$ cat src/rtl/iq_power_accumulator_pkg.sv
// iq_power_accumulator_pkg: shared widths for the I/Q power accumulator and the
// downstream square-root stage (sum width, accumulator width, output fraction bits).
package iq_power_accumulator_pkg;
    localparam int iq_in_w = 16;
    localparam int iq_in_dec = 15;
    localparam int iq_log2n = 4;
    localparam int iq_sum_w = 2 * iq_in_w;
    localparam int iq_acc_w = iq_sum_w + iq_log2n;
    localparam int iq_out_dec = 2 * iq_in_dec;
endpackage

$ cat src/rtl/iq_square_sum.sv
// iq_square_sum: registered I^2 and Q^2 followed by a registered sum, with a valid pipeline.
// Ports: clk, reset (sync, active-high), restart (clears valids), in_valid/in_i/in_q
// sample input; sum_sq/sum_valid the unsigned I^2+Q^2 two cycles later.
module iq_square_sum
    import iq_power_accumulator_pkg::*;
#(
    parameter int inputWidth = iq_in_w
) (
    input  logic                          clk,
    input  logic                          reset,
    input  logic                          restart,
    input  logic                          in_valid,
    input  logic signed [inputWidth-1:0]  in_i,
    input  logic signed [inputWidth-1:0]  in_q,
    output logic [2*inputWidth-1:0]       sum_sq,
    output logic                          sum_valid
);
    logic signed [2*inputWidth-1:0] ext_i, ext_q;
    logic [2*inputWidth-1:0] sq_i, sq_q;
    logic sq_valid;
    // Squares are never negative and peak at 2^(2W-2), so the signed product fits unsigned.
    assign ext_i = in_i;
    assign ext_q = in_q;
    always_ff @(posedge clk) begin
        if (reset || restart) begin
            sq_valid <= 1'b0;
            sum_valid <= 1'b0;
        end else begin
            sq_valid <= in_valid;
            sum_valid <= sq_valid;
        end
        if (in_valid) begin
            sq_i <= ext_i * ext_i;
            sq_q <= ext_q * ext_q;
        end
        if (sq_valid) sum_sq <= sq_i + sq_q;
    end
endmodule

$ cat src/rtl/iq_power_accumulator.sv
// iq_power_accumulator: block-averaged I^2+Q^2, one mean-power word per 2^log2Samples samples.
// Ports: clk, reset (sync, active-high), restart (drops the partial block), in_valid/in_i/in_q
// signed samples; power (2*inputWidth bits, 2*inputDecWidth fraction bits), outData_valid
// one-cycle pulse, blockCount samples accumulated in the current block.
// Define IQ_POWER_ROUND_EN for round-half-up averaging (saturating); default truncates.
module iq_power_accumulator
    import iq_power_accumulator_pkg::*;
#(
    parameter int inputWidth = iq_in_w,
    parameter int inputDecWidth = iq_in_dec,
    parameter int log2Samples = iq_log2n
) (
    input  logic                          clk,
    input  logic                          reset,
    input  logic                          restart,
    input  logic                          in_valid,
    input  logic signed [inputWidth-1:0]  in_i,
    input  logic signed [inputWidth-1:0]  in_q,
    output logic [2*inputWidth-1:0]       power,
    output logic                          outData_valid,
    output logic [log2Samples:0]          blockCount
);
    localparam int sum_w = 2 * inputWidth;
    localparam int acc_w = sum_w + log2Samples;
    localparam logic [log2Samples:0] last_cnt = (log2Samples + 1)'((1 << log2Samples) - 1);

    if (log2Samples < 0 || log2Samples > 8 || inputDecWidth >= inputWidth) begin : g_bad_cfg
        $error("iq_power_accumulator: unsupported parameter set");
    end

    logic [sum_w-1:0] sum_sq, power_next;
    logic [acc_w-1:0] acc, acc_next, total;
    logic sum_valid, last, pend;

    iq_square_sum #(.inputWidth(inputWidth)) u_square_sum (
        .clk(clk),
        .reset(reset),
        .restart(restart),
        .in_valid(in_valid),
        .in_i(in_i),
        .in_q(in_q),
        .sum_sq(sum_sq),
        .sum_valid(sum_valid)
    );

    assign acc_next = acc + acc_w'(sum_sq);
    assign last = blockCount == last_cnt;

`ifdef IQ_POWER_ROUND_EN
    localparam logic [acc_w:0] half = (acc_w + 1)'((1 << log2Samples) >> 1);
    logic [acc_w:0] rounded;
    assign rounded = ({1'b0, total} + half) >> log2Samples;
    assign power_next = rounded > (acc_w + 1)'({sum_w{1'b1}}) ? '1 : sum_w'(rounded);
`else
    assign power_next = sum_w'(total >> log2Samples);
`endif

    // Stage 3: the last sample of a block folds straight into the latched total, so the
    // accumulator restarts from zero on the same edge and back-to-back blocks lose nothing.
    always_ff @(posedge clk) begin
        if (reset || restart) begin
            acc <= '0;
            blockCount <= '0;
            pend <= 1'b0;
            total <= '0;
        end else begin
            pend <= sum_valid && last;
            if (sum_valid) begin
                acc <= last ? '0 : acc_next;
                blockCount <= last ? '0 : blockCount + 1'b1;
                total <= acc_next;
            end
        end
    end

    // Divide/round stage: restart also cancels a block that is about to be emitted.
    always_ff @(posedge clk) begin
        if (reset) begin
            power <= '0;
            outData_valid <= 1'b0;
        end else begin
            outData_valid <= pend && !restart;
            if (pend && !restart) power <= power_next;
        end
    end
endmodule
$ cat config.mk
export PLATFORM = sky130hd
export DESIGN_NAME = iq_power_accumulator
export DESIGN_NICKNAME = d
export VERILOG_FILES = /design/src/rtl/iq_power_accumulator_pkg.sv /design/src/rtl/iq_square_sum.sv /design/src/rtl/iq_power_accumulator.sv
export SDC_FILE = /design/constraint.sdc
export NUM_CORES = 2
export LEC_CHECK = 0
export CORE_UTILIZATION = 48
export CTS_CLUSTER_DIAMETER = 120
export DETAILED_ROUTE_END_ITERATION = 8
export PLACE_DENSITY = 0.62
export SLEW_MARGIN = 10
export SYNTH_ARGS = -nofsm -noshare
export SYNTH_HDL_FRONTEND = slang
export SYNTH_SLANG_ARGS = --single-unit
$ cat constraint.sdc
create_clock -name clk -period 10 [get_ports clk]
set_clock_uncertainty 0.2 [all_clocks]
set_input_delay 2 -clock clk [delete_from_list [all_inputs] [get_ports clk]]
set_output_delay 2 -clock clk [all_outputs]
set_load 0.02 [all_outputs]
# After elaboration in Yosys (flattened, before gate mapping)
# Cells that the tools add are included.
[classes] addsub=3 multipliers=2 div_mod_pow=0 n_lt_le_gt_ge=0 n_eq_ne=1 n_shift=0 n_mux=2 bitwise_logic=0 n_reduce_logical=4
[op_table] cell="16-bit by 16-bit multiplier with 32-bit output" n=2
[op_table] cell="36-bit by 32-bit adder with 36-bit output" n=1
[op_table] cell="36-bit 2-to-1 mux" n=1
[op_table] cell="32-bit adder" n=1
[op_table] cell="5-bit by 1-bit adder with 5-bit output (second input constant)" n=1
[op_table] cell="5-bit by 4-bit == test with 1-bit output (second input constant)" n=1
[op_table] cell="5-bit 2-to-1 mux" n=1
[op_table] cell="1-bit logical AND" n=2
[op_table] cell="1-bit logical NOT" n=1
[op_table] cell="1-bit logical OR" n=1
[word_totals] regBits=209 latch_bits=0 ram_bits=0 mem_bits_ro=0 input_bits=36 out_inout_bits=38 memories=0

# Longest topological paths before layout
[depth] word_depth=2 ltp_mapped=25 depth_no_buf=24

# Hierarchy
# A second synthesis with hierarchy kept.
[unflattened] hier_cells=2957 hier_area_um2=27832.9
[modules_own_cells] mod="iq_square_sum" n_inst=1 cells_each=2256 area_each_um2=22099.9 seq_area_each_um2=2862.7
[modules_own_cells] mod="iq_power_accumulator" n_inst=1 cells_each=701 area_each_um2=5733.0 seq_area_each_um2=2142.1

# Worst setup path before layout
# OpenSTA, ideal clock, no wires.
[synth_path] kind="input-to-reg" from="in in_q[15]" to="reg u_square_sum.sq_q[31], data pin" t_arrival_ns=7.925 required_ns=9.540 path_slack_ns=1.615 stages=22 path_buffers=2 path_cell_list="clkbuf_1 > clkbuf_1 > nand2_1 > fa_1 > inv_1 > fa_1 > fa_1 > fa_1 > fa_1 > inv_1 > fa_1 > inv_1 > ha_1 > a21o_1 > a21o_1 > a21o_1 > a21oi_1 > o21ai_0 > a2111oi_0 > o21bai_1 > a21oi_1 > xnor2_1"
[synth_between] elab_chain_cells=1
[synth_rtl] element="from (decl)" line="iq_power_accumulator.sv:18" text="input logic signed [inputWidth-1:0] in_q,"
[synth_rtl] element="16-bit by 16-bit multiplier with 32-bit output" line="iq_square_sum.sv:34" text="sq_q <= ext_q * ext_q;"
[synth_rtl] element="to (signal assigned)" line="iq_square_sum.sv:34"
[synth_rtl] element="to (decl)" line="iq_square_sum.sv:19" text="logic [2*inputWidth-1:0] sq_i, sq_q;"
# Every way passes these cells.
# A chain may end at the register's enable or synchronous reset.

# Worst setup path in the final report
[layout_path] from="in in_q[6]" to="reg u_square_sum.sq_q[31], data pin"
# Same word-level chain as after synthesis.

==> Flow_metrics.wiki <==
{| class="wikitable"
! Metric !! Value
|-
| Post-synthesis instance area || 27100 um2
|-
| Die width || 240 um
|-
| Routed Wire Length || 58200 um
|-
| Max-cap violations || 0
|-
| Share of layout cells above drive strength 1 || 3.88%
|-
| Count of instances resized after the clock tree is built || 0
|-
| CP Cell Sequence || clkdlybuf4s50_1 -> nand2_1 -> fa_1 -> inv_1 -> fa_1 -> fa_1 -> fa_1 -> fa_1 -> inv_1 -> fa_1 -> inv_1 -> ha_1 -> a21o_1 -> a21o_1 -> a21o_1 -> a21oi_1 -> o21ai_0 -> a2111oi_0 -> o21bai_1 -> a21oi_1 -> xnor2_1
|-
| Largest cells by area after synthesis || sky130_fd_sc_hd__fa_1, sky130_fd_sc_hd__ha_1, sky130_fd_sc_hd__edfxtp_1, sky130_fd_sc_hd__inv_1, sky130_fd_sc_hd__dfxtp_1
|-
| Number of logic stages on the critical path including buffering || 21
|-
| Post-synthesis compound-gate area fraction || 9.54%
|-
| Top flip-flop cell by instance count after synthesis || sky130_fd_sc_hd__dfxtp_1
|-
| Critical Path AT || 8.75 ns
|-
| Most frequent cells after synthesis || sky130_fd_sc_hd__inv_1, sky130_fd_sc_hd__fa_1, sky130_fd_sc_hd__nand2_1
|-
| # placed instances || 3620
|-
| Fin nets || 3644
|-
| Worst hold path cell count || 2
|-
| Area growth syn-to-layout || 9.11%
|-
| Met3 layer wire length in the routed design || 2070 um
|-
| Slowest cell on the critical path || sky130_fd_sc_hd__clkdlybuf4s50_1
|-
| Register cell area after layout || 5010 um2
|-
| Adder-cell area share of the yosys netlist || 45.9%
|-
| Cell at the root of the clock tree || sky130_fd_sc_hd__clkbuf_16
|-
| Antenna violation net count after detailed routing || 0
|-
| Number of hold violations in the final report || 0
|-
| Share of synthesized area occupied by flip-flops and latches || 18.5%
|-
| Post-detail-place hpwl || 49200 um
|-
| Maximum number of pins on one net before global-route repair || 67
|-
| Final critical path time including I/O delays and setup || 8.69 ns
|-
| Cell with the most instances on the worst path || sky130_fd_sc_hd__fa_1
|-
| Wire length of the first global-routing pass || 99300 um
|-
| Setup CP Type || in -> reg
|-
| Number of global-route vias before repair || 20.4k
|-
| Class of the worst hold path || reg -> reg
|-
| Number of filler instances in the final layout || 5069
|-
| CP delay by family, top || adder cells
|-
| Maximum achievable frequency || 0.115 GHz
|-
| Number of standard cells after synthesis || 2839
|-
| Multi-input gate area in the final layout || 19400 um2
|-
| Yosys top cell by area || sky130_fd_sc_hd__fa_1
|-
| Top Ports || 74
|-
| CTS Buf Count || 23
|-
| Normalized max-slew margin || 25.0%
|-
| Synth top area share || 34.8%
|-
| Mux contribution to synthesized area || 0.812%
|-
| Post-CTS Setup Bufs || 0
|-
| # DRC || 0
|-
| Post-DR wirelength/cell || 15.9 um
|-
| Number of synthesized register bits || 203
|-
| Setup crit end kind || flip-flop
|-
| Uppermost routed layer || met4
|-
| Setup violators final || 0
|-
| Most frequently used cell type in the post-synthesis netlist || sky130_fd_sc_hd__inv_1
|-
| Met1 Routed Length || 24800 um
|-
| Share of the synthesized netlist area taken by xor and xnor gates || 4.39%
|-
| Core Footprint || 55400 um2
|-
| Count of flip-flops with a built-in enable after synthesis || 94
|-
| Combined buffer and inverter count along the critical path || 4
|-
| Total global routing track utilization || 21.6%
|-
| Tightest Pin Transition || 1.13 ns
|-
| CTS tree || built
|-
| Height of the die || 240 um
|-
| Maximum buffer depth of the clock tree || 3
|-
| Vias post-DR || 19.0k
|-
| Clock net sink count || 203
|-
| Hold buffers post-CTS || 0
|-
| CTS HTree Levels || 1
|-
| Final total negative setup slack || 0 ns
|-
| Slowest Stage Delay on Critical Path || 0.99 ns
|-
| Sort of element at the start of the critical path || input port
|-
| Async set or reset register ratio after synthesis || 0%
|-
| ANT cells || 0
|-
| Setup repair after global routing missed its margin || false
|-
| Die area || 57500 um2
|-
| Clock-pin slew reported for the worst setup and hold paths after clock tree synthesis || 0.06 ns
|-
| Row count || 86
|-
| Total nets after synthesis || 3586
|-
| Initial core utilization || 48.9%
|-
| Non-Filler Instances || 3661
|-
| Dominant combinational cell family by area after synthesis || adder cells
|-
| Via-to-Cell Ratio || 5.19
|-
| Required time of the worst setup path || 10.06 ns
|-
| Number of search-and-repair iterations in the first detailed-routing pass || 5
|-
| Final max-slew violation count || 0
|-
| Detailed route wirelength on metal2 || 29900 um
|-
| Maximum net fanout on the critical path || 18
|-
| Distinct cell type count after synthesis || 75
|-
| Gr ovfl total || 0
|-
| Routability-driven placement congestion ratio || 0.917
|-
| Number of violations reported at the end of detailed-routing iteration 0 || 973
|-
| Run status || finished, final reports clean
|-
| Length in cells of the worst reg-to-reg path || 10
|-
| Port Buf Inserts || 73
|-
| Synthesized area divided by synthesized cell count || 9.55 um2
|-
| Latest clock arrival within the worst-skew pair || 0.54 ns
|-
| Number of antenna violations at the first check in global routing || 0
|-
| Simple logic cell fraction of the synthesized area || 11.0%
|-
| Yosys warning count || 0
|-
| Final cycle utilization of the critical path || 86.9%
|}
## worst min-delay path, delay by kind of cell (launching register included)
| kind | cells | cell delay, ns |
|---|---|---|
| AOI/OAI and AO/OA | 1 | 0.05 |
| and+or+nand+nor | 1 | 0.05 |
| DFF | 1 | 0.31 |
## kinds of logic after synthesis
kind of cell | count (synthesis)
DFF | 203
and+or+nand+nor | 657
AOI/OAI and AO/OA | 393
adders and majority gates | 711
buffers and inverters | 717
muxes | 22
xor gates and xnor gates | 136
## per-stage QoR
| stage | utilization [%] | worst slack [ns] | cell area (um2) | hold WS, ns |
|---|---|---|---|---|
| 4_1_cts | 53.4 | 1.33 | 29600 | 0.252 |
| 2_1_floorplan | - | 1.61 | 27100 | 0.228 |
| 6_report | 53.4 | 1.31 | 29600 | 0.253 |
| 3_5_place_dp | 51.9 | 0.799 | 28800 | 0.243 |
| 3_3_place_gp | 51.9 | 0.941 | 28800 | 0.233 |
| 5_1_grt | 53.4 | 0.779 | 29600 | 0.265 |
## final cells by class
cell class              count  area share, %
multi-input cells        1919           65.7
flip-flops and latches    203           16.9
inverters                 640           8.12
repair buffers            110           3.39
well taps                 748           3.16
clock buffers              29           2.16
clock inverters            12          0.592
## per-layer routing
layer  global-route usage, %  vias to the layer above
li1                        -                     9005
met1                    27.6                     9571
met2                    38.9                      337
met3                    2.13                       88
met4                    5.40                        0
met5                       0                        -
## flip-flops by register name (all words and copies together), names as in the netlist
signal                  cells
u_square_sum.sq_valid       1
u_square_sum.sum_valid      1
acc                        36
outData_valid               1
total                      32
power                      32
u_square_sum.sq_i          31
u_square_sum.sum_sq        32
u_square_sum.sq_q          31
blockCount                  5
pend                        1
## worst paths after layout
path	start	end	slack [ns]
max	in_q[6]	u_square_sum.sq_q[31]$_DFFE_PP_	1.31
min	power[26]$_SDFFE_PP0P_	power[26]$_SDFFE_PP0P_	0.25
max reg2reg	u_square_sum.sq_i[3]$_DFFE_PP_	u_square_sum.sum_sq[26]$_DFFE_PP_	6.57
min reg2reg	power[26]$_SDFFE_PP0P_	power[26]$_SDFFE_PP0P_	0.25
## layout by cell type, fill, tap and decap left out, types with 15 or more instances in the layout
| cell | n |
|---|---|
| sky130_fd_sc_hd__inv_1 | 639 |
| sky130_fd_sc_hd__fa_1 | 472 |
| sky130_fd_sc_hd__nand2_1 | 269 |
| sky130_fd_sc_hd__ha_1 | 239 |
| sky130_fd_sc_hd__nor2_1 | 169 |
| sky130_fd_sc_hd__a21oi_1 | 133 |
| sky130_fd_sc_hd__dfxtp_1 | 108 |
| sky130_fd_sc_hd__xnor2_1 | 100 |
| sky130_fd_sc_hd__edfxtp_1 | 94 |
| sky130_fd_sc_hd__and2_1 | 82 |
| sky130_fd_sc_hd__clkdlybuf4s50_1 | 72 |
| sky130_fd_sc_hd__o21ai_0 | 61 |
| sky130_fd_sc_hd__a21o_1 | 48 |
| sky130_fd_sc_hd__buf_4 | 37 |
| sky130_fd_sc_hd__xor2_1 | 36 |
| sky130_fd_sc_hd__nand3_1 | 32 |
| sky130_fd_sc_hd__clkbuf_16 | 24 |
| sky130_fd_sc_hd__nand2b_1 | 22 |
| sky130_fd_sc_hd__mux2i_1 | 22 |
| sky130_fd_sc_hd__a22oi_1 | 21 |
| sky130_fd_sc_hd__nor3_1 | 18 |
| sky130_fd_sc_hd__a211oi_1 | 17 |
| sky130_fd_sc_hd__o21a_1 | 16 |
| sky130_fd_sc_hd__o21bai_1 | 15 |
Power is left out: the tool's default activity adds up to more than one toggle a clock period on the data nets, which glitch-free logic cannot reach.
